--- src/rtl/param_memory_unit.sv ---
`default_nettype none
// ============================================================================
// Module   : param_memory_unit
// Purpose  : Single-port DEPTH x DATA_W word array (DEPTH = 2**ADDR_W) behind
//            a valid/ready request interface. Reads respond one cycle after
//            acceptance. A clear-all op zeroes one word per cycle under a
//            two-state FSM. Op 11 is reserved and answered with err.
// Options  : MEM_PARITY_EN - adds one even-parity bit per word, checked on
//            read (err with data), plus the test input inj_par_err.
// Ports    : clk, rst_n           clock / async active-low reset
//            req_valid/req_ready  request handshake
//            op, addr, wdata      request fields (sampled on acceptance)
//            rsp_valid, rdata,err one-cycle response (rdata held)
//            busy                 clear-all in progress
//            inj_par_err          (MEM_PARITY_EN only) invert stored parity
// Revision : 1.0 - initial release
// ============================================================================
module param_memory_unit #(
  parameter int DATA_W = 8,
  parameter int ADDR_W = 3
) (
  input  logic              clk,
  input  logic              rst_n,
  input  logic              req_valid,
  output logic              req_ready,
  input  logic [1:0]        op,
  input  logic [ADDR_W-1:0] addr,
  input  logic [DATA_W-1:0] wdata,
`ifdef MEM_PARITY_EN
  input  logic              inj_par_err,
`endif
  output logic              rsp_valid,
  output logic [DATA_W-1:0] rdata,
  output logic              err,
  output logic              busy
);

  localparam int DEPTH = 2 ** ADDR_W;

  localparam logic [1:0] c_OP_RD  = 2'b00;
  localparam logic [1:0] c_OP_WR  = 2'b01;
  localparam logic [1:0] c_OP_CLR = 2'b10;
  localparam logic [1:0] c_OP_RSV = 2'b11;

  // Counter is one bit wider than the address so the terminal value is
  // always representable; termination uses an explicit compare.
  localparam logic [ADDR_W:0] c_CNT_LAST = (ADDR_W + 1)'(DEPTH - 1);
  localparam logic [ADDR_W:0] c_CNT_ONE  = (ADDR_W + 1)'(1);

  typedef enum logic [0:0] {
    S_IDLE  = 1'b0,
    S_CLEAR = 1'b1
  } state_t;

  state_t              r_state;
  logic [ADDR_W:0]     r_cnt;
  logic [DATA_W-1:0]   r_mem [DEPTH];

  logic                w_accept;
  logic [ADDR_W-1:0]   w_clr_idx;
  logic                w_rd_bad;

  assign w_accept  = req_valid & req_ready;
  assign w_clr_idx = r_cnt[ADDR_W-1:0];

`ifdef MEM_PARITY_EN
  logic r_par [DEPTH];

  // Stored parity disagreeing with the stored data flags a corrupted word.
  assign w_rd_bad = r_par[addr] ^ (^r_mem[addr]);

  always_ff @(posedge clk or negedge rst_n) begin
    if (!rst_n) begin
      for (int i = 0; i < DEPTH; i++) r_par[i] <= 1'b0;
    end else if (r_state == S_CLEAR) begin
      r_par[w_clr_idx] <= 1'b0;
    end else if (w_accept && (op == c_OP_WR)) begin
      r_par[addr] <= (^wdata) ^ inj_par_err;
    end
  end
`else
  assign w_rd_bad = 1'b0;
`endif

  // Word storage: clear sweep has priority; requests are not accepted then.
  always_ff @(posedge clk or negedge rst_n) begin
    if (!rst_n) begin
      for (int i = 0; i < DEPTH; i++) r_mem[i] <= '0;
    end else if (r_state == S_CLEAR) begin
      r_mem[w_clr_idx] <= '0;
    end else if (w_accept && (op == c_OP_WR)) begin
      r_mem[addr] <= wdata;
    end
  end

  // Control FSM with registered handshake and response outputs.
  always_ff @(posedge clk or negedge rst_n) begin
    if (!rst_n) begin
      r_state   <= S_IDLE;
      r_cnt     <= '0;
      req_ready <= 1'b1;
      busy      <= 1'b0;
      rsp_valid <= 1'b0;
      rdata     <= '0;
      err       <= 1'b0;
    end else begin
      rsp_valid <= 1'b0;
      err       <= 1'b0;
      case (r_state)
        S_IDLE: begin
          if (w_accept) begin
            case (op)
              c_OP_RD: begin
                rsp_valid <= 1'b1;
                rdata     <= r_mem[addr];
                err       <= w_rd_bad;
              end
              c_OP_CLR: begin
                r_state   <= S_CLEAR;
                r_cnt     <= '0;
                req_ready <= 1'b0;
                busy      <= 1'b1;
              end
              c_OP_RSV: begin
                rsp_valid <= 1'b1;
                err       <= 1'b1;
              end
              default: ;  // write: storage handled above, no response
            endcase
          end
        end
        S_CLEAR: begin
          if (r_cnt == c_CNT_LAST) begin
            r_state   <= S_IDLE;
            r_cnt     <= '0;
            req_ready <= 1'b1;
            busy      <= 1'b0;
          end else begin
            r_cnt <= r_cnt + c_CNT_ONE;
          end
        end
        default: begin
          r_state   <= S_IDLE;
          req_ready <= 1'b1;
          busy      <= 1'b0;
        end
      endcase
    end
  end

endmodule
`default_nettype wire

--- config.mk ---
export PLATFORM = sky130hd
export DESIGN_NAME = param_memory_unit
export DESIGN_NICKNAME = d
export VERILOG_FILES = /design/src/rtl/param_memory_unit.sv
export SDC_FILE = /design/constraint.sdc
export NUM_CORES = 1
export LEC_CHECK = 0
export ABC_CLOCK_PERIOD_IN_PS = 4200
export BUFFER_PORTS_ARGS = -buffer_cell sky130_fd_sc_hd__buf_4
export CELL_PAD_IN_SITES_DETAIL_PLACEMENT = 1
export CELL_PAD_IN_SITES_GLOBAL_PLACEMENT = 1
export CORE_UTILIZATION = 53
export CTS_CLUSTER_SIZE = 14
export DETAILED_ROUTE_END_ITERATION = 10
export PLACE_DENSITY_LB_ADDON = 0.1
export SLEW_MARGIN = 15
export SYNTH_ARGS = -nofsm -noshare
export SYNTH_HDL_FRONTEND = slang
export SYNTH_SLANG_ARGS = --single-unit
--- constraint.sdc ---
create_clock -name clk -period 4.2 [get_ports clk]
set_clock_uncertainty 0.05 [all_clocks]
set_input_delay 0.42 -clock clk [delete_from_list [all_inputs] [get_ports clk]]
set_output_delay 0.42 -clock clk [all_outputs]
set_load 0.005 [all_outputs]
==> summary.txt, run 1 <==
Pwr
  – Power density cells: slightly above 500 nW/µm²
  – Sum of internal, switching and leakage power: roughly 2.3 mW
  – Leakage power: 2.25 nW
  – Worst-case vdd ir drop: 255 µV

Logic synthesis
  – Avg Cell Area, Syn: 11.7 µm²
  – Sequential cell area fraction in the yosys report: between 40 and 50%
  – Cells after Synth: 351
  – Area fraction of the dominant cell type after synthesis: 48.7%
  – Asr flop ratio synth: between 90% and 100%
  – Yosys warnings: 0
  – #FFs+latches synth: 81
  – Netlist area before placement: about 4100 µm²
  – Library cell with the largest summed area after synthesis: dfrtp_1
  – Post-synth top flop: dfrtp_1
  – Count of flip-flops with a built-in enable after synthesis: 0
  – Number of different library cells in the post-synthesis netlist: 34
  – Post-synthesis net count: about 370
  – Dominant cells by area after synthesis: dfrtp_1 (49%), mux2i_1 (24%), nand2_1 (7.4%)

Cells and area
  – Diodes inserted: 0
  – Most frequent cells in the layout: mux2i_1 (98), nand2_1 (81), dfrtp_1 (80)
  – Count of non-filler cells in the finished layout: approximately 470
  – Count of nets after finishing: between 300 and 400
  – Non-Filler Cell Area, Final: between 4000 and 5000 µm²
  – Commonest non-fill, non-tap cell in the layout: mux2i_1
  – Fin util: approximately 60%
  – Layout Area Growth over Synthesis: 10.4%
  – Fill cell total of the finished layout: around 780
  – Share of post-route cells with drive strength above 1: 16.2%

Drt
  – Number of vias after detailed routing: 2679
  – DRC violation count after routing: 0
  – Drt first-iter violations: 113
  – Post-DR wirelength/cell: slightly above 20 µm
  – Number of antenna-violating nets in the routed design: 0
  – Avg Vias per Cell: ~5.7
  – Detailed-route wire length on metal 1: 4510 µm
  – Total length of routed met3 wires: between 150 and 200 µm
  – First-pass DRT Iterations: 4
  – Detail Route met2 WL: ~4600 µm
  – DRT Wirelength: 9470 µm
  – Top metal layer carrying routed signals: met4

Timing
  – Number of pins with negative max-slew slack in the final report: 0
  – Pin slew with the least headroom to its limit: approximately 1.0 ns
  – TNS Setup: 0 ns
  – Peak clock frequency supported by timing: between 0.4 and 0.5 GHz
  – Post-route clock period utilization: 51.7%
  – RSZ-0062 raised after global routing: no
  – Hold violation count in the final report: 0
  – Setup violators final: 0
  – Relative slew slack: between 30% and 40%
  – Period minus WS final: between 2 and 2.5 ns

Die
  – Width of the chip: 90.1 µm
  – Top-Level Pins: 28
  – Starting density of the core: 55.8%
  – Number of placement rows: 31
  – Die extent in y: 90.1 µm
  – Core Region: 7370 µm²
  – Area of the die: roughly 8100 µm²

Clock network
  – Number of gates resized after CTS: 0
  – CTS Hold Bufs: 0
  – Clock-pin slew reported for the worst setup and hold paths after clock tree synthesis: around 0.080 ns
  – Maximum clock path buffer count: 2
  – CTS sink count: 81
  – Clock Latency Late Sink: between 0.3 and 0.4 ns
  – CTS H-tree lvls: 3
  – Setup bufs post-CTS: 0
  – Clk Tree Root Cell: clkbuf_8
  – CTS Buf Count: 9
  – Clock tree from TritonCTS: yes

Setup path
  – Flop2flop setup slack: 2.03 ns
  – Critical path buffer and inverter count: 0
  – Crit path kind: flop to flop
  – Depth of the worst register-to-register path: 3
  – CP Data Arrival Time: around 2.4 ns
  – Worst path top cell family by delay: simple AND/OR/NAND/NOR gates
  – Endpoint type of the worst setup path: flop
  – CP Cell Sequence: and4b_2 > nand4b_1 > mux2i_1
  – Max stage delay cell, worst path: dfrtp_1
  – Startpoint kind of the worst setup timing path: flop
  – Slowest cell delay on critical path: ~0.63 ns
  – Data required time of the worst path: approximately 4.4 ns
  – Max FO, Critical Path: 23
  – Origin of the critical flop-to-flop path: r_state
  – End of the worst register-to-register path: r_mem[23]

Placement
  – Number of buffer cells added on primary ports: 27
  – Post-DP HPWL: 6400 µm
  – Routability cong.: just over 0.8
  – Post-Place Cells: 453
  – Placement-stage cell area: ~4300 µm²

Global route
  – Number of antenna violations at the first check in global routing: 0
  – Global-route congestion overflow total: 0
  – Vias in the first global route: approximately 2900
  – First-pass GRT wire length: 15700 µm
  – Largest net degree at the start of global routing: 82
  – Total global routing track utilization: roughly a quarter

Run
  – Total of max-cap violations: 0

Run status
  – Run status: completed

Min path
  – Class of the worst hold path: input pin to asynchronous set/reset pin
## cell usage after synthesis (2+ instances only)
master,n
mux2i_1,98
nand2_1,81
dfrtp_1,80
buf_2,10
inv_1,10
mux4_2,8
nand4b_1,7
o21ai_1,7
buf_6,5
ha_1,5
o21ai_0,5
clkbuf_1,4
buf_4,3
nand4bb_1,3
nor2_1,3
buf_1,2
nand3_1,2
nor4b_1,2
## cells by family after synthesis
group | count (synthesis) | share of synthesized area [%]
AND/OR/NAND/NOR | 109 | 14.1
multiplexers | 106 | 28.2
flip-flops | 81 | 49.3
buffers and inverters | 34 | 4.60
AO/OA/AOI/OAI | 15 | 2.01
adder cells (fa/ha/maj) | 5 | 1.52
XOR/XNOR | 1 | 0.213
## per-layer routing
metal	up-vias	track usage, %
met2	37	40.4
met1	1384	36.0
li1	1246	-
met5	-	0
met4	0	10.2
met3	12	3.47
## through the flow
step | hold WS, ns | setup WS (ns)
finish | 0.192 | 2.03
global route | 0.278 | 1.92
CTS | 0.227 | 1.82
detailed placement | 0.422 | 1.78
global placement | 0.415 | 1.89
floorplan | 0.0744 | 2.57
## worst max-delay path by stage
stage / start / to / slack, ns / cells past startpoint
floorplan: op[1] / r_mem[16] / 2.57 / 7
finish: r_state / r_mem[23] / 2.03 / 3
CTS: r_state / r_mem[40] / 1.82 / 3
global route: r_state / r_mem[23] / 1.92 / 3
global placement: op[1] / r_mem[40] / 1.89 / 6
detailed placement: op[1] / r_mem[40] / 1.78 / 6
## state kept, by name (all words and copies together) (netlist names)
register,flops
rdata,8
err,1
r_state,1
r_mem,64
busy,1
rsp_valid,1
req_ready,1
r_cnt,4
## final cells by class
| type | count | area, µm² | area share, % |
|---|---|---|---|
| well taps | 99 | 124 | 2.73 |
| clock inverters | 5 | 78.8 | 1.74 |
| flip-flops and latches | 81 | 2030 | 44.7 |
| inverters | 10 | 37.5 | 0.828 |
| repair buffers | 27 | 203 | 4.47 |
| clock buffers | 11 | 141 | 3.12 |
| multi-input cells | 236 | 1920 | 42.4 |
## where the power goes
part           switching (mW)  internal (mW)  total [mW]
clock                   0.289          0.351       0.639
combinational           0.288          0.261       0.549
sequential              0.179          0.972        1.15
## worst reg2reg max path, cell delays in order (launching register included)
cell      delay, ns
dfrtp_1        0.63
and4b_2        0.48
nand4b_1       0.54
mux2i_1        0.39
No activity file was read; power rests on OpenSTA's default activity.
==> inputs of run 2 (changes only) <==
--- a/config.mk
+++ b/config.mk
@@ -5,11 +5,12 @@
 export SDC_FILE = /design/constraint.sdc
 export NUM_CORES = 1
 export LEC_CHECK = 0
-export ABC_CLOCK_PERIOD_IN_PS = 4200
+export ABC_AREA = 1
+export ABC_CLOCK_PERIOD_IN_PS = 1900
 export BUFFER_PORTS_ARGS = -buffer_cell sky130_fd_sc_hd__buf_4
 export CELL_PAD_IN_SITES_DETAIL_PLACEMENT = 1
 export CELL_PAD_IN_SITES_GLOBAL_PLACEMENT = 1
-export CORE_UTILIZATION = 53
+export CORE_UTILIZATION = 41
 export CTS_CLUSTER_SIZE = 14
 export DETAILED_ROUTE_END_ITERATION = 10
 export PLACE_DENSITY_LB_ADDON = 0.1
==> constraint.sdc (replaced) <==
create_clock -name clk -period 1.9 [get_ports clk]
set_clock_uncertainty 0.05 [all_clocks]
set_input_delay 0.19 -clock clk [delete_from_list [all_inputs] [get_ports clk]]
set_output_delay 0.19 -clock clk [all_outputs]
set_load 0.005 [all_outputs]
==> summary.txt, run 2 <==
Cells and area
  – Layout Area Growth over Synthesis: 13.1%
  – Count of nets after finishing: about 600
  – Max FFs per register: 64
  – Most flops, register: r_mem
  – Most frequent cells in the layout: nand2_1 (155), nand3_1 (100), inv_1 (90)
  – Diodes inserted: 0
  – Share of post-route cells with drive strength above 1: approximately 18%
  – Fill cell total of the finished layout: roughly 1300
  – Largest registers: r_mem (64), rdata (8), r_cnt (4)
  – Commonest non-fill, non-tap cell in the layout: nand2_1

Global route
  – Largest net degree at the start of global routing: 40
  – Total global routing track utilization: 24.3%
  – Vias in the first global route: about 3900
  – First-pass GRT wire length: 20400 µm
  – Number of antenna violations at the first check in global routing: 0
  – Global-route congestion overflow total: 0

Setup path
  – Max FO, Critical Path: 9
  – Crit path kind: flop to flop
  – Most common cell type on the critical path: nand2_1
  – CP Cell Sequence: nand2_1 > nor2_4 > inv_2 > nor2_4 > nand2_4 > clkinv_2 > nand2_1 > nand2_1
  – Max stage delay cell, worst path: dfstp_2
  – CP Data Arrival Time: between 1.5 and 2 ns
  – Worst path top cell family by delay: simple AND/OR/NAND/NOR gates
  – Slowest cell delay on critical path: about 0.55 ns
  – Critical path buffer and inverter count: 2
  – Startpoint kind of the worst setup timing path: flop
  – Endpoint type of the worst setup path: flop
  – Data required time of the worst path: roughly 2.1 ns

Drt
  – Number of vias after detailed routing: 3647
  – First-pass DRT Iterations: 6
  – DRT Wirelength: ~12000 µm
  – Avg Vias per Cell: just over 5
  – Post-DR wirelength/cell: approximately 17 µm
  – DRC violation count after routing: 0
  – Drt first-iter violations: 160
  – Number of antenna-violating nets in the routed design: 0

Logic synthesis
  – Most common cell in the netlist: nand2_1
  – Sequential cell area fraction in the yosys report: a little under half
  – Number of different library cells in the post-synthesis netlist: 29
  – Area fraction of the dominant cell type after synthesis: between 40% and 50%
  – Cells after Synth: approximately 550
  – Avg Cell Area, Syn: 7.94 µm²
  – Yosys warnings: 0
  – Netlist area before placement: 4380 µm²
  – Most used standard cells in the synthesized netlist: nand2_1 (155), nand3_1 (100), inv_1 (90)
  – #FFs+latches synth: just over 80
  – Dominant cells by area after synthesis: dfrtp_1 (46%), nand2_1 (13%), nand3_1 (11%)
  – Asr flop ratio synth: 100%
  – Post-synth top flop: dfrtp_1
  – Library cell with the largest summed area after synthesis: dfrtp_1
  – Count of flip-flops with a built-in enable after synthesis: 0
  – Post-synthesis net count: around 570

Timing
  – RSZ-0062 raised after global routing: no
  – Number of pins with negative max-slew slack in the final report: 0
  – Period minus WS final: between 1.5 and 2 ns
  – Post-route clock period utilization: approximately 90%
  – Setup violators final: 0
  – Hold violation count in the final report: 0
  – Peak clock frequency supported by timing: between 0.5 and 0.6 GHz
  – Relative slew slack: about two thirds
  – Pin slew with the least headroom to its limit: roughly 0.51 ns
  – TNS Setup: 0 ns

Die
  – Number of placement rows: 37
  – Top-Level Pins: 28
  – Die extent in y: approximately 110 µm
  – Core Region: around 10000 µm²
  – Starting density of the core: about 42%
  – Width of the chip: ~110 µm
  – Area of the die: 11100 µm²

Clock network
  – CTS sink count: between 80 and 90
  – Clock tree from TritonCTS: yes
  – Clock Latency Late Sink: around 0.35 ns
  – CTS H-tree lvls: 3
  – Clk Tree Root Cell: clkbuf_8
  – Maximum clock path buffer count: 2
  – Clock-pin slew reported for the worst setup and hold paths after clock tree synthesis: 0.08 ns
  – CTS Buf Count: 9
  – Number of gates resized after CTS: 0
  – Setup bufs post-CTS: 0
  – CTS Hold Bufs: 1

Placement
  – Routability cong.: about 0.77
  – Post-DP HPWL: 8840 µm
  – Number of buffer cells added on primary ports: 27

Run
  – Total of max-cap violations: 0

Pwr
  – Power density cells: around 1100 nW/µm²
  – Sum of internal, switching and leakage power: between 5 and 6 mW
  – Worst-case vdd ir drop: 420 µV
  – Leakage power: about 2.6 nW

Min path
  – Class of the worst hold path: input pin to flop

Run status
  – Run status: completed
[run 2: worst paths after layout]
check	from	to	slack [ns]	depth (start not counted)
max	req_ready	r_mem[47]	0.20	8
min	wdata[6]	r_mem[38]	0.07	3
max reg2reg	req_ready	r_mem[47]	0.20	8
min reg2reg	req_ready	req_ready	0.44	2
max in group asynchronous	rst_n	req_ready	0.92	3
min in group asynchronous	rst_n	r_mem[53]	0.25	2
[run 2: worst reg2reg max path, cell delays in order (launching register included)]
cell      delay [ns]
dfstp_2         0.55
nand2_1         0.10
nor2_4          0.28
inv_2           0.12
nor2_4          0.15
nand2_4         0.11
clkinv_2        0.14
nand2_1         0.07
nand2_1         0.06
[run 2: kinds of logic (layout without fill, tap and decap cells)]
logic type | after synthesis | count (layout) | synth area share [%]
AOI/OAI and AO/OA | 43 | 43 | 6.51
xor gates and xnor gates | 1 | 1 | 0.200
adders and majority gates | 5 | 5 | 1.43
buffers and inverters | 114 | 150 | 11.0
DFF | 81 | 81 | 46.3
and+or+nand+nor | 308 | 308 | 34.6
[run 2: area by class of cell]
cell class                 count  area [µm²]  area share (%)
clock buffer                  11         151            3.05
sequential                    81        2030            40.9
clock inverter                 3        65.1            1.31
inverter                     103         397            8.00
timing repair buffer          33         275            5.55
tap                          136         170            3.43
multi-input combinational    357        1870            37.7
[run 2: per-layer routing]
metal | up-vias | global-route usage, % | wire length, µm
li1 | 1778 | - | -
met1 | 1796 | 33.3 | 5780
met2 | 58 | 39.6 | 5880
met3 | 15 | 2.60 | 283
met4 | 0 | 8.75 | 298
met5 | - | 0 | 0
[run 2: stage by stage]
stage                     hold slack [ns]  std cells  setup WS, ns  utilization [%]  cell area (µm²)
final                              0.0681        724         0.202             48.0             4960
after global routing               0.0717        724        0.0650             48.0             4960
after CTS                          0.0607        724         0.199             48.0             4960
after detailed placement            0.104        709         0.228             45.8             4730
after global placement              0.103        709         0.277             45.8             4730
after floorplan                    -0.156        552         0.412                -             4380
[run 2: report_power, final]
group / switching, mW / internal (mW)
logic: 1.05 / 0.645
clock network: 0.625 / 0.796
registers: 0.333 / 2.17
==> inputs of run 3 (changes only) <==
--- a/config.mk
+++ b/config.mk
@@ -7,12 +7,12 @@
 export LEC_CHECK = 0
 export ABC_AREA = 1
 export ABC_CLOCK_PERIOD_IN_PS = 1900
-export BUFFER_PORTS_ARGS = -buffer_cell sky130_fd_sc_hd__buf_4
 export CELL_PAD_IN_SITES_DETAIL_PLACEMENT = 1
 export CELL_PAD_IN_SITES_GLOBAL_PLACEMENT = 1
-export CORE_UTILIZATION = 41
+export CORE_UTILIZATION = 43
 export CTS_CLUSTER_SIZE = 14
 export DETAILED_ROUTE_END_ITERATION = 10
+export DONT_BUFFER_PORTS = 1
 export PLACE_DENSITY_LB_ADDON = 0.1
 export SLEW_MARGIN = 15
 export SYNTH_ARGS = -nofsm -noshare
==> summary.txt, run 3 (synthesis results as in run 2) <==
Clock network
  – CTS Buf Count: 9
  – CTS sink count: just over 80
  – Clk Tree Root Cell: clkbuf_8
  – Setup bufs post-CTS: 0
  – Clock-pin slew reported for the worst setup and hold paths after clock tree synthesis: roughly 0.090 ns
  – Maximum clock path buffer count: 2
  – Clock tree from TritonCTS: yes
  – CTS H-tree lvls: 3
  – Number of gates resized after CTS: 0
  – CTS Hold Bufs: 8
  – Clock Latency Late Sink: between 0.3 and 0.4 ns

Global route
  – Most heavily used metal layer in global routing: met2
  – Largest net degree at the start of global routing: 82
  – Global-route congestion overflow total: 0
  – Met3 Resource Use GR: roughly 3.5%
  – Met1 capacity usage during global routing: a little over a third
  – Total global routing track utilization: 25.4%
  – GR met2 Demand/Resource: between 40 and 50%
  – First-pass GRT wire length: between 15000 and 20000 µm
  – Vias in the first global route: between 3000 and 4000
  – Number of antenna violations at the first check in global routing: 0

Cells and area
  – Layout Area Growth over Synthesis: 9.16%
  – Most flops, register: r_mem
  – Largest registers: r_mem (64), rdata (8), r_cnt (4)
  – Count of nets after finishing: about 580
  – Most frequent cells in the layout: nand2_1 (155), nand3_1 (100), inv_1 (90)
  – Share of post-route cells with drive strength above 1: around an eighth
  – Diodes inserted: 0
  – Max FFs per register: 64
  – Commonest non-fill, non-tap cell in the layout: nand2_1

Placement
  – Post-placement worst setup slack: roughly 0.22 ns
  – Routability cong.: about 0.8
  – Number of buffer cells added on primary ports: 0
  – Post-DP HPWL: approximately 8400 µm

Die
  – Area of the die: between 10000 and 15000 µm²
  – Number of placement rows: 36
  – Core Region: approximately 10000 µm²
  – Die extent in y: around 100 µm
  – Top-Level Pins: 28
  – Width of the chip: 103 µm
  – Starting density of the core: 44.6%

Run status
  – Violated checks: hold timing
  – Run status: finished, violations left

Timing
  – RSZ-0062 raised after global routing: no
  – Fin Hold WS: -0.544 ns
  – Relative slew slack: slightly above 60%
  – Pin slew with the least headroom to its limit: around 0.57 ns
  – TNS Setup: 0 ns
  – Peak clock frequency supported by timing: just under 0.6 GHz
  – Number of pins with negative max-slew slack in the final report: 0
  – Post-route clock period utilization: 89.1%
  – Setup violators final: 0
  – Final setup slack of the worst path: roughly 0.21 ns
  – Period minus WS final: between 1.5 and 2 ns
  – Hold violation count in the final report: 81

Setup path
  – Data required time of the worst path: between 2 and 2.5 ns
  – CP Cell Sequence: nand2_1 > nor2_4 > inv_2 > nor2_4 > nand2_4 > clkinv_2 > nand2_1 > nand2_1
  – Max FO, Critical Path: 9
  – Endpoint type of the worst setup path: flop
  – Worst path top cell family by delay: simple AND/OR/NAND/NOR gates
  – CP Data Arrival Time: 1.95 ns
  – Slowest cell delay on critical path: 0.55 ns
  – Crit path kind: flop to flop
  – Most common cell type on the critical path: nand2_1
  – Critical path buffer and inverter count: 2
  – Startpoint kind of the worst setup timing path: flop
  – Max stage delay cell, worst path: dfstp_2

Drt
  – Avg Vias per Cell: slightly above 5
  – Number of vias after detailed routing: about 3500
  – Drt first-iter violations: just over 90
  – Number of antenna-violating nets in the routed design: 0
  – First-pass DRT Iterations: 5
  – Post-DR wirelength/cell: 17.4 µm
  – DRT Wirelength: ~12000 µm
  – DRC violation count after routing: 0

Pwr
  – Worst-case vdd ir drop: roughly 570 µV
  – Leakage power: 2.53 nW
  – Sum of internal, switching and leakage power: 5.56 mW
  – Power density cells: approximately 1200 nW/µm²

Run
  – Total of max-cap violations: 0

Min path
  – Class of the worst hold path: input pin to asynchronous set/reset pin
[run 3: changes by cell type in the layout (fill, tap and decap cells not counted)]
cell,previous run,this run
dlygate4sd3_1,1,8
clkinv_4,0,1
buf_4,30,1
clkbuf_8,11,9
buf_12,2,0
bufinv_16,2,3
clkbuf_1,0,2
[run 3: report_power, final]
part	internal, mW	switching [mW]
combinational	0.509	0.946
sequential	2.17	0.366
clock	0.876	0.686
[run 3: layout make-up]
| type | count | area [µm²] |
|---|---|---|
| Fill cell | 1257 | 5030 |
| Sequential cell | 81 | 2030 |
| Multi-Input combinational cell | 357 | 1870 |
| Inverter | 103 | 397 |
| Tap cell | 133 | 166 |
| Clock buffer | 11 | 131 |
| Clock inverter | 5 | 104 |
| Timing Repair Buffer | 9 | 87.6 |
[run 3: through the flow]
| stage | std cells | utilization, % | area (µm²) |
|---|---|---|---|
| floorplan | 552 | - | 4380 |
| global placement | 675 | 45.5 | 4470 |
| detailed placement | 675 | 45.5 | 4470 |
| CTS | 699 | 48.7 | 4790 |
| global route | 699 | 48.7 | 4790 |
| finish | 699 | 48.7 | 4790 |
[run 3: worst register-to-register path: stages (launching register included)]
cell and delay [ns]:
dfstp_2 0.55, nand2_1 0.10, nor2_4 0.27, inv_2 0.12, nor2_4 0.15, nand2_4 0.11, clkinv_2 0.14, nand2_1 0.07
nand2_1 0.07
[run 3: path summary, 6_finish.rpt]
check | start | end | slack [ns] | cells past startpoint
setup reg to reg | req_ready | r_mem[45] | 0.21 | 8
hold reg to reg | req_ready | req_ready | 0.44 | 2
max in group asynchronous | rst_n | req_ready | 2.10 | 0
min in group clk | wdata[6] | r_mem[54] | 0.02 | 2
setup / recovery | req_ready | r_mem[45] | 0.21 | 8
hold / removal | rst_n | r_mem[50] | -0.54 | 0
[run 3: per-layer routing]
layer | part of all wire (%) | vias to the layer above
met4 | 2.0 | 0
met2 | 47 | 60
met3 | 3.8 | 17
met1 | 47 | 1718
met5 | 0 | -
li1 | - | 1738
